==> src/rtl/sprite_blitter_if.sv <==
// Command, sprite-ROM and frame-buffer signals of the sprite blitter.
// slave is the blitter side; master is the side that feeds it commands,
// ROM data and blanking.
interface sprite_blitter_if #(
    parameter int PIX_W  = 5,
    parameter int DIM_W  = 6,
    parameter int ROM_AW = 16
);
    logic              blank;
    logic              cmd_valid;
    logic              cmd_ready;
    logic [ROM_AW-1:0] cmd_base;
    logic [9:0]        cmd_x;
    logic [9:0]        cmd_y;
    logic [DIM_W-1:0]  cmd_w;
    logic [DIM_W-1:0]  cmd_h;
    logic              cmd_flip;
    logic [ROM_AW-1:0] rom_addr;
    logic [PIX_W-1:0]  rom_data;
    logic              fb_we;
    logic [18:0]       fb_addr;
    logic [PIX_W-1:0]  fb_data;
    logic              busy;
    logic              done;

    modport slave (
        input  blank, cmd_valid, cmd_base, cmd_x, cmd_y, cmd_w, cmd_h, cmd_flip,
        input  rom_data,
        output cmd_ready, rom_addr, fb_we, fb_addr, fb_data, busy, done
    );

    modport master (
        output blank, cmd_valid, cmd_base, cmd_x, cmd_y, cmd_w, cmd_h, cmd_flip,
        output rom_data,
        input  cmd_ready, rom_addr, fb_we, fb_addr, fb_data, busy, done
    );
endinterface

==> src/rtl/sprite_blitter.sv <==
// Sprite blitter: walks a sprite row-major, reads encoded pixels from the
// sprite ROM (1-cycle read latency) and writes them to the frame buffer
// during blanking, clipped to the screen and skipping the transparent code.
module sprite_blitter #(
    parameter int              SCREEN_W    = 640,
    parameter int              SCREEN_H    = 480,
    parameter int              PIX_W       = 5,
    parameter logic [PIX_W-1:0] TRANSPARENT = 5'h15,
    parameter int              DIM_W       = 6,
    parameter int              ROM_AW      = 16
) (
    input  logic             Clk,
    input  logic             Reset,
    sprite_blitter_if.slave  bus
);

    typedef enum logic [1:0] {
        IDLE  = 2'd0,
        FETCH = 2'd1,
        WRITE = 2'd2,
        DONE  = 2'd3
    } state_t;

    state_t            state_q, state_d;
    logic [ROM_AW-1:0] base_q, base_d;
    logic [9:0]        x_q, x_d;
    logic [9:0]        y_q, y_d;
    logic [DIM_W-1:0]  w_q, w_d;
    logic [DIM_W-1:0]  h_q, h_d;
    logic              flip_q, flip_d;
    logic [DIM_W-1:0]  row_q, row_d;
    logic [DIM_W-1:0]  col_q, col_d;
    logic [ROM_AW-1:0] rom_addr_q, rom_addr_d;
    logic              fb_we_q, fb_we_d;
    logic [18:0]       fb_addr_q, fb_addr_d;
    logic [PIX_W-1:0]  fb_data_q, fb_data_d;
    logic              cmd_ready_q, cmd_ready_d;
    logic              busy_q, busy_d;
    logic              done_q, done_d;

    // Working values for the pixel under decision in WRITE.
    logic [10:0]       sx, sy;
    logic              in_range;
    logic              last_pix;
    logic [DIM_W-1:0]  col_nxt, row_nxt;

    // ROM address of sprite pixel (row, col), mirrored when flip is set.
    // Wraps at ROM_AW bits.
    function automatic logic [ROM_AW-1:0] pix_addr(
        input logic [ROM_AW-1:0] base,
        input logic [DIM_W-1:0]  row,
        input logic [DIM_W-1:0]  col,
        input logic [DIM_W-1:0]  w,
        input logic              flip
    );
        logic [DIM_W-1:0]   off;
        logic [2*DIM_W-1:0] prod;
        off  = flip ? (w - col - DIM_W'(1)) : col;
        prod = {{DIM_W{1'b0}}, row} * {{DIM_W{1'b0}}, w};
        return base + ROM_AW'(prod) + ROM_AW'(off);
    endfunction

    // Next-state, datapath and registered-output computation.
    always_comb begin
        // NOTE: every *_d gets a default before the case so no path leaves
        // a variable unassigned, which would infer a latch.
        state_d     = state_q;
        base_d      = base_q;
        x_d         = x_q;
        y_d         = y_q;
        w_d         = w_q;
        h_d         = h_q;
        flip_d      = flip_q;
        row_d       = row_q;
        col_d       = col_q;
        rom_addr_d  = rom_addr_q;
        fb_we_d     = 1'b0;
        fb_addr_d   = fb_addr_q;
        fb_data_d   = fb_data_q;

        sx       = 11'(x_q) + 11'(col_q);
        sy       = 11'(y_q) + 11'(row_q);
        in_range = (sx < 11'(SCREEN_W)) && (sy < 11'(SCREEN_H));
        last_pix = (row_q == h_q - DIM_W'(1)) && (col_q == w_q - DIM_W'(1));
        if (col_q == w_q - DIM_W'(1)) begin
            col_nxt = '0;
            row_nxt = row_q + DIM_W'(1);
        end else begin
            col_nxt = col_q + DIM_W'(1);
            row_nxt = row_q;
        end

        case (state_q)
            IDLE: begin
                if (bus.cmd_valid && cmd_ready_q) begin
                    base_d = bus.cmd_base;
                    x_d    = bus.cmd_x;
                    y_d    = bus.cmd_y;
                    w_d    = bus.cmd_w;
                    h_d    = bus.cmd_h;
                    flip_d = bus.cmd_flip;
                    row_d  = '0;
                    col_d  = '0;
                    if (bus.cmd_w == '0 || bus.cmd_h == '0) begin
                        state_d = DONE;
                    end else begin
                        // The address is registered on entry to FETCH so the
                        // ROM data lands in WRITE.
                        rom_addr_d = pix_addr(bus.cmd_base, '0, '0, bus.cmd_w, bus.cmd_flip);
                        state_d    = FETCH;
                    end
                end
            end
            FETCH: begin
                state_d = WRITE;
            end
            WRITE: begin
                // rom_addr is held here, so rom_data stays valid across stalls.
                if (bus.blank) begin
                    if (in_range && bus.rom_data != TRANSPARENT) begin
                        fb_we_d   = 1'b1;
                        fb_addr_d = 19'(sy) * 19'(SCREEN_W) + 19'(sx);
                        fb_data_d = bus.rom_data;
                    end
                    col_d = col_nxt;
                    row_d = row_nxt;
                    if (last_pix) begin
                        state_d = DONE;
                    end else begin
                        rom_addr_d = pix_addr(base_q, row_nxt, col_nxt, w_q, flip_q);
                        state_d    = FETCH;
                    end
                end
            end
            DONE: begin
                state_d = IDLE;
            end
            default: begin
                state_d = IDLE;
            end
        endcase

        cmd_ready_d = (state_d == IDLE);
        busy_d      = (state_d != IDLE);
        done_d      = (state_d == DONE);
    end

    // State register with synchronous active-low reset.
    always_ff @(posedge Clk) begin
        // NOTE: sequential state uses non-blocking assignments so every flop
        // samples pre-edge values; all state is reset, including the command
        // latches, so a restarted block never sees stale fields.
        if (!Reset) begin
            state_q     <= IDLE;
            base_q      <= '0;
            x_q         <= '0;
            y_q         <= '0;
            w_q         <= '0;
            h_q         <= '0;
            flip_q      <= 1'b0;
            row_q       <= '0;
            col_q       <= '0;
            rom_addr_q  <= '0;
            fb_we_q     <= 1'b0;
            fb_addr_q   <= '0;
            fb_data_q   <= '0;
            cmd_ready_q <= 1'b1;
            busy_q      <= 1'b0;
            done_q      <= 1'b0;
        end else begin
            state_q     <= state_d;
            base_q      <= base_d;
            x_q         <= x_d;
            y_q         <= y_d;
            w_q         <= w_d;
            h_q         <= h_d;
            flip_q      <= flip_d;
            row_q       <= row_d;
            col_q       <= col_d;
            rom_addr_q  <= rom_addr_d;
            fb_we_q     <= fb_we_d;
            fb_addr_q   <= fb_addr_d;
            fb_data_q   <= fb_data_d;
            cmd_ready_q <= cmd_ready_d;
            busy_q      <= busy_d;
            done_q      <= done_d;
        end
    end

    assign bus.cmd_ready = cmd_ready_q;
    assign bus.rom_addr  = rom_addr_q;
    assign bus.fb_we     = fb_we_q;
    assign bus.fb_addr   = fb_addr_q;
    assign bus.fb_data   = fb_data_q;
    assign bus.busy      = busy_q;
    assign bus.done      = done_q;

endmodule

==> src/flat_wrapper.sv <==
// flat-port wrapper written by rule: the top's interface ports become plain ports
module sprite_blitter_flat 
#(
    parameter int              SCREEN_W    = 640,
    parameter int              SCREEN_H    = 480,
    parameter int              PIX_W       = 5,
    parameter logic [PIX_W-1:0] TRANSPARENT = 5'h15,
    parameter int              DIM_W       = 6,
    parameter int              ROM_AW      = 16
)
  (Clk, Reset, bus_blank, bus_cmd_valid, bus_cmd_base, bus_cmd_x, bus_cmd_y, bus_cmd_w, bus_cmd_h, bus_cmd_flip, bus_rom_data, bus_cmd_ready, bus_rom_addr, bus_fb_we, bus_fb_addr, bus_fb_data, bus_busy, bus_done);
  sprite_blitter_if #(.PIX_W(PIX_W), .DIM_W(DIM_W), .ROM_AW(ROM_AW)) bus_i ();
  input  logic Clk;
  input  logic Reset;
  input wire logic [$bits(bus_i.blank)-1:0] bus_blank;
  input wire logic [$bits(bus_i.cmd_valid)-1:0] bus_cmd_valid;
  input wire logic [$bits(bus_i.cmd_base)-1:0] bus_cmd_base;
  input wire logic [$bits(bus_i.cmd_x)-1:0] bus_cmd_x;
  input wire logic [$bits(bus_i.cmd_y)-1:0] bus_cmd_y;
  input wire logic [$bits(bus_i.cmd_w)-1:0] bus_cmd_w;
  input wire logic [$bits(bus_i.cmd_h)-1:0] bus_cmd_h;
  input wire logic [$bits(bus_i.cmd_flip)-1:0] bus_cmd_flip;
  input wire logic [$bits(bus_i.rom_data)-1:0] bus_rom_data;
  output wire logic [$bits(bus_i.cmd_ready)-1:0] bus_cmd_ready;
  output wire logic [$bits(bus_i.rom_addr)-1:0] bus_rom_addr;
  output wire logic [$bits(bus_i.fb_we)-1:0] bus_fb_we;
  output wire logic [$bits(bus_i.fb_addr)-1:0] bus_fb_addr;
  output wire logic [$bits(bus_i.fb_data)-1:0] bus_fb_data;
  output wire logic [$bits(bus_i.busy)-1:0] bus_busy;
  output wire logic [$bits(bus_i.done)-1:0] bus_done;
  assign bus_i.blank = bus_blank;
  assign bus_i.cmd_valid = bus_cmd_valid;
  assign bus_i.cmd_base = bus_cmd_base;
  assign bus_i.cmd_x = bus_cmd_x;
  assign bus_i.cmd_y = bus_cmd_y;
  assign bus_i.cmd_w = bus_cmd_w;
  assign bus_i.cmd_h = bus_cmd_h;
  assign bus_i.cmd_flip = bus_cmd_flip;
  assign bus_i.rom_data = bus_rom_data;
  assign bus_cmd_ready = bus_i.cmd_ready;
  assign bus_rom_addr = bus_i.rom_addr;
  assign bus_fb_we = bus_i.fb_we;
  assign bus_fb_addr = bus_i.fb_addr;
  assign bus_fb_data = bus_i.fb_data;
  assign bus_busy = bus_i.busy;
  assign bus_done = bus_i.done;
  sprite_blitter #(.SCREEN_W(SCREEN_W), .SCREEN_H(SCREEN_H), .PIX_W(PIX_W), .TRANSPARENT(TRANSPARENT), .DIM_W(DIM_W), .ROM_AW(ROM_AW)) u_core (.Clk(Clk), .Reset(Reset), .bus(bus_i));
endmodule
==> config.mk <==
export PLATFORM = sky130hd
export DESIGN_NAME = sprite_blitter_flat
export DESIGN_NICKNAME = d
export VERILOG_FILES = /design/src/rtl/sprite_blitter_if.sv /design/src/rtl/sprite_blitter.sv /design/src/flat_wrapper.sv
export SDC_FILE = /design/constraint.sdc
export NUM_CORES = 1
export LEC_CHECK = 0
export ABC_CLOCK_PERIOD_IN_PS = 8800
export CORE_ASPECT_RATIO = 1.5
export CORE_MARGIN = 2
export CORE_UTILIZATION = 45
export CTS_CLUSTER_SIZE = 20
export DETAILED_ROUTE_END_ITERATION = 10
export PLACE_DENSITY_LB_ADDON = 0.2
export SLEW_MARGIN = 20
export SYNTH_ARGS = -nofsm -noshare
export SYNTH_HDL_FRONTEND = slang
export SYNTH_SLANG_ARGS = --single-unit
==> constraint.sdc <==
create_clock -name Clk -period 8.8 [get_ports Clk]
set_clock_uncertainty 0.2 [all_clocks]
set_input_delay 2.2 -clock Clk [delete_from_list [all_inputs] [get_ports Clk]]
set_output_delay 2.2 -clock Clk [all_outputs]
set_load 0.005 [all_outputs]
==> out/results.tsv, run 1 <==
stage	metric	value	unit
setup_path	crit_top_cell	inv_1	
floorplanning	io-pin-count	102	
synth	yosys.cell_types.count	74	
setup_path	required	8.90	ns
synth	synth-seq-cells	107	
layout	areaGrowthSynthToFinish	16.85	%
setup_path	arrival	7.14	ns
placement	place_inst	1414	
global_route	grt_usage	23.20	%
clocking	cts_setup_buffers	0	
detailed_routing	met3_length	864	µm
sta	rsz0062_at_grt	false	
synth	synth_edf_count	0	
flow_run	cap_violations	0	
floorplanning	start_util	45.81	%
detailed_routing	routed.top_layer	met4	
synth	ys_async_sr_fraction	0	%
sta	hold_slack	0.2562	ns
clocking	cts-buffers-inserted	9	
detailed_routing	via_per_inst	5.585	
layout	layout_common_cells	152 x nand2_1, 111 x a21oi_1, 107 x dfxtp_1	
clocking	ctsHoldBuffers	0	
setup_path	start_kind	flop	
clocking	cts_root_buffer	clkbuf_16	
synth	synth_area	8742	µm²
run_status	outcome	complete, no violations	
detailed_routing	via_count	7986	
synth	syn_nets	1281	
sta	fin_tns_setup	0	ns
setup_path	worst_setup_path_end_kind	flop	
placement	port_buffers	101	
synth	syn_avg_cell_area	7.933	µm²
sta	slew_headroom	29.86	%
detailed_routing	drt_wl_total	23.69	mm
clocking	htreeDepth	3	
global_route	grt_pass1_vias	8027	
setup_path	cp_max_fo	20	
setup_path	cp_slowest_cell	dfxtp_1	
detailed_routing	wl_per_cell	16.56	µm
setup_path	crit_type	flop to flop	
layout	final_net_count	1348	
synth	yosysWarnings	0	
layout	drive_above_1_share	4.600	%
floorplanning	die_h	174.7	µm
clocking	clkLatencyLatePin	0.37	ns
detailed_routing	drt-met1-wl	9.740	mm
detailed_routing	firstDrtPassIters	5	
sta	drv_slew	0	
floorplanning	core	19080	µm²
detailed_routing	antenna_left	0	
clocking	clock-sinks	107	
clocking	path_clk_slew	0.08	ns
clocking	cts-resized-gates	0	
detailed_routing	wl_met2	12.44	mm
global_route	grt_pass1_wl	39.07	mm
global_route	antenna_found_initial	0	
placement	globalplace.congestion	0.9095	
global_route	grt_max_degree	87	
sta	setup_viol	0	
pwr	leakage	4.131	nW
clocking	tritoncts	built	
sta	final_hold_viol_count	0	
synth	synthCells	1102	
sta	timing.final.crit_period	7.041	ns
layout	fill_cells	1844	
global_route	overflow	0	
pwr	power_density	138.4	nW/µm²
pwr	p_total	1.414	mW
detailed_routing	drc_errors	0	
worst_hold_path	hp-class	flop to flop	
layout	final_common_cell	nand2_1	
placement	dp_hpwl	17.90	mm
clocking	clock_path_buffers	2	
setup_path	slowest_delay	0.59	ns
pwr	irDropWorstVdd	91.60	µV
sta	clock.fmax	142.0	MHz
sta	post-route-period-util	80.02	%
floorplanning	dieWidth	117.8	µm
detailed_routing	drt_iter0_drc	427	
sta	tightestPinTransition	1.052	ns
floorplanning	rows	62	
layout	layout.cells.non_filler	1430	
floorplanning	die_area	20580	µm²
layout	antennaDiodeCount	0	
synth	synth_ff_type	dfxtp_1	
synth	ys_seq_area_share	24.50	%
[final timing paths]
path / startpoint / to / slack, ns / cells after the start
worst min register to register: u_core.base_q[10] / u_core.base_q[10] / 0.26 / 2
worst max-delay path: u_core.w_q[1] / u_core.bus.rom_addr[12] / 1.76 / 30
worst min-delay path: u_core.base_q[10] / u_core.base_q[10] / 0.26 / 2
worst max register to register: u_core.w_q[1] / u_core.bus.rom_addr[12] / 1.76 / 30
[logic make-up after synthesis]
kind of cell	share of synthesized area, %
simple gates	20.58
mux	0.2433
buf+inv	6.813
flops	24.50
xor+xnor	6.612
fa+ha+maj	20.50
compound gates	20.75
[where the power goes]
| part | switching (mW) | internal, mW | leakage, nW |
|---|---|---|---|
| Combinational | 0.227 | 0.177 | 3.10 |
| Sequential | 0.0366 | 0.522 | 0.873 |
| Clock | 0.219 | 0.232 | 0.160 |
[critical path, delay by kind of cell, from the launching register on]
| family | cells | cell delay [ns] |
|---|---|---|
| AOI/OAI and AO/OA | 12 | 2.39 |
| adders and majority gates | 6 | 2.22 |
| and+or+nand+nor | 4 | 0.61 |
| DFF | 1 | 0.59 |
| xor gates and xnor gates | 3 | 0.49 |
| buffers and inverters | 5 | 0.47 |
[sequential cells by signal (all words and copies together) (netlist names)]
register and flops:
u_core.base_q 16, u_core.bus.busy 1, u_core.bus.cmd_ready 1, u_core.bus.done 1
u_core.bus.fb_addr 19, u_core.bus.fb_data 5, u_core.bus.fb_we 1, u_core.bus.rom_addr 16
u_core.col_q 6, u_core.flip_q 1, u_core.h_q 6, u_core.row_q 6
u_core.state_q 2, u_core.w_q 6, u_core.x_q 10, u_core.y_q 10
[stage by stage]
stage,instance area (µm²),utilization [%],setup slack (ns)
floorplan,8742,-,2.117
global placement,9882,51.78,1.917
detailed placement,9882,51.78,1.822
CTS,10210,53.53,1.776
global route,10210,53.53,1.233
finish,10210,53.53,1.759
[synthesized netlist by cell type, drive strengths merged (3+ instances only)]
cell type | instances | area, µm²
nor2 | 69 | 259.0
or3 | 6 | 37.54
o31a | 5 | 43.79
fa | 37 | 740.7
o22ai | 6 | 37.54
a311oi | 5 | 56.31
o21a | 10 | 75.07
xnor2 | 34 | 297.8
nand4 | 13 | 81.33
nor3 | 13 | 76.33
a21o | 10 | 75.07
or3b | 5 | 43.79
a31oi | 3 | 18.77
nor2b | 10 | 62.56
inv | 88 | 330.3
nor4 | 4 | 25.02
o211ai | 6 | 50.05
nor4b | 3 | 26.28
or2 | 4 | 25.02
a211oi | 25 | 217.7
o31ai | 4 | 30.03
o21bai | 3 | 22.52
a211o | 4 | 35.03
xor2 | 32 | 280.3
nand2b | 21 | 131.4
ha | 84 | 1051
a2111oi | 3 | 32.53
buf | 10 | 83.83
o21ai | 67 | 335.3
clkbuf | 43 | 171.4
o221ai | 4 | 35.03
and2 | 18 | 113.9
nand2 | 152 | 570.6
or4 | 3 | 26.27
a21oi | 112 | 564.3
nand3 | 37 | 185.2
and3 | 7 | 43.79
dfxtp | 107 | 2142
nor3b | 4 | 30.03
[routing by layer]
metal	up-vias	track usage, %
li1	3950	-
met1	3817	25.67
met2	178	44.09
met3	41	3.590
met4	0	8.886
met5	-	0
[cell type report]
type / count / area, µm² / area share, %
flip-flops and latches: 107 / 2142 / 20.97
well taps: 256 / 320.3 / 3.136
inverters: 88 / 330.3 / 3.234
clock buffers: 9 / 225.2 / 2.205
multi-input cells: 853 / 6011 / 58.84
repair buffers: 110 / 1079 / 10.56
clock inverters: 7 / 107.6 / 1.053
No activity file was read; power rests on OpenSTA's default activity.
==> run 2, diff against run 1 <==
--- a/config.mk
+++ b/config.mk
@@ -5,7 +5,7 @@
 export SDC_FILE = /design/constraint.sdc
 export NUM_CORES = 1
 export LEC_CHECK = 0
-export ABC_CLOCK_PERIOD_IN_PS = 8800
+export ABC_CLOCK_PERIOD_IN_PS = 7100
 export CORE_ASPECT_RATIO = 1.5
 export CORE_MARGIN = 2
 export CORE_UTILIZATION = 45
==> constraint.sdc (replaced) <==
create_clock -name Clk -period 7.1 [get_ports Clk]
set_clock_uncertainty 0.2 [all_clocks]
set_input_delay 1.775 -clock Clk [delete_from_list [all_inputs] [get_ports Clk]]
set_output_delay 1.775 -clock Clk [all_outputs]
set_load 0.005 [all_outputs]
==> run 2 against run 1 <==
- die area unchanged
- largest power group unchanged
- power up 22%
- cell count up 0.42%
- worst hold slack better by 0.0027 ns
- sequential power up 23%
- register-to-register slack worse by 1.4 ns
- highest routed layer unchanged
- global-route usage up 0.056 points
- wire length up 0.71%
- critical path type unchanged
- critical path depth down 3
- combinational power up 26%
==> out/results.tsv, run 2 (synthesis gave the netlist of run 1 again) <==
stage	metric	value	unit
sta	post-route-period-util	94.35	%
sta	slew_headroom	41.70	%
clocking	cts-buffers-inserted	9	
detailed_routing	via_count	8009	
layout	seq_area	2142	µm²
clocking	clock-sinks	107	
placement	port_buffers	101	
setup_path	start_kind	flop	
global_route	grt_pass1_vias	7879	
floorplanning	die_h	174.7	µm
sta	rsz0062_at_grt	false	
clocking	clkLatencyLatePin	0.37	ns
pwr	power_density	168.2	nW/µm²
sta	timing.final.crit_period	6.699	ns
setup_path	cp_slowest_cell	fa_1	
setup_path	worst_setup_path_end_kind	flop	
setup_path	crit_top_cell	fa_1	
detailed_routing	met3_length	826	µm
sta	setup_viol	0	
floorplanning	dieWidth	117.8	µm
detailed_routing	firstDrtPassIters	8	
layout	layout_common_cells	152 x nand2_1, 110 x a21oi_1, 107 x dfxtp_1	
global_route	grt_usage	23.26	%
clocking	htreeDepth	3	
placement	globalplace.congestion	0.8871	
detailed_routing	drc_errors	0	
global_route	grt_max_degree	55	
floorplanning	io-pin-count	102	
global_route	antenna_found_initial	1	
detailed_routing	wl_per_cell	16.61	µm
detailed_routing	drt-met1-wl	9.617	mm
setup_path	critPathBufInv	3	
detailed_routing	drt_wl_total	23.86	mm
clocking	tritoncts	built	
sta	hold_slack	0.2589	ns
floorplanning	rows	62	
detailed_routing	drt_iter0_drc	474	
setup_path	arrival	6.74	ns
sta	tightestPinTransition	0.8735	ns
floorplanning	core	19080	µm²
clocking	clock_path_buffers	2	
detailed_routing	via_per_inst	5.577	
setup_path	slowest_delay	0.54	ns
worst_hold_path	hp-class	flop to flop	
setup_path	cp_max_fo	20	
layout	largest_reg_flops	19	
pwr	leakage	4.162	nW
layout	multiInputGateArea	6030	µm²
layout	final_common_cell	nand2_1	
sta	clock.fmax	149.3	MHz
placement	dp_hpwl	18.14	mm
detailed_routing	antenna_left	0	
sta	fin_tns_setup	0	ns
layout	final_net_count	1354	
clocking	cts_root_buffer	clkbuf_16	
detailed_routing	wl_met2	12.74	mm
layout	antennaDiodeCount	0	
layout	fill_cells	1889	
sta	final_hold_viol_count	0	
setup_path	crit_type	flop to flop	
clocking	path_clk_slew	0.09	ns
run_status	outcome	complete, no violations	
layout	areaGrowthSynthToFinish	17.27	%
setup_path	cp_top_family	adder cells	
flow_run	cap_violations	0	
clocking	cts_setup_buffers	0	
pwr	irDropWorstVdd	112.3	µV
global_route	overflow	0	
floorplanning	die_area	20580	µm²
sta	drv_slew	0	
global_route	grt_pass1_wl	38.94	mm
floorplanning	start_util	45.81	%
setup_path	required	7.14	ns
detailed_routing	routed.top_layer	met4	
layout	drive_above_1_share	5.339	%
pwr	p_total	1.724	mW
-- run 2: where the power goes --
part / total [mW] / switching [mW] / internal, mW
clock network: 0.529 / 0.277 / 0.252
registers: 0.687 / 0.0402 / 0.647
logic: 0.509 / 0.287 / 0.222
total: 1.72 / 0.604 / 1.12
-- run 2: through the flow --
step           cells  worst slack (ns)  utilization [%]  area [µm²]
2_1_floorplan   1102            0.4165                -        8742
3_3_place_gp    1420            0.5399            52.02        9927
3_5_place_dp    1420            0.3624            52.02        9927
4_1_cts         1436            0.3263            53.62       10230
5_1_grt         1436          0.006636            53.72       10250
6_report        1436            0.4012            53.72       10250
-- run 2: final cells by class --
class	count	share of cell area [%]
flip-flops and latches	107	20.89
well taps	256	3.124
repair buffers	116	10.96
inverters	88	3.234
clock inverters	7	0.7811
multi-input cells	853	58.81
clock buffers	9	2.197
-- run 2: worst paths after layout --
check	from	endpoint	slack, ns	cells after the start
setup reg to reg	u_core.w_q[0]	u_core.bus.rom_addr[12]	0.40	27
hold reg to reg	u_core.base_q[10]	u_core.base_q[10]	0.26	2
setup / recovery	u_core.w_q[0]	u_core.bus.rom_addr[12]	0.40	27
hold / removal	u_core.base_q[10]	u_core.base_q[10]	0.26	2
-- run 2: per-layer routing --
layer | track usage (%) | vias to the layer above
li1 | - | 3952
met4 | 8.685 | 0
met5 | 0 | -
met3 | 3.362 | 42
met2 | 44.57 | 159
met1 | 25.65 | 3856
-- run 2: what timing repair did --
action | CTS | global route
gates resized for setup | 0 | 3
hold buffers | 0 | 0
endpoints found under the setup margin | 0 | 4
-- run 2: tightest hold or removal path: cells and delay by family (launching register included) --
family	cells	cell delay [ns]
AOI/OAI and AO/OA	1	0.05
DFF	1	0.31
and+or+nand+nor	1	0.05
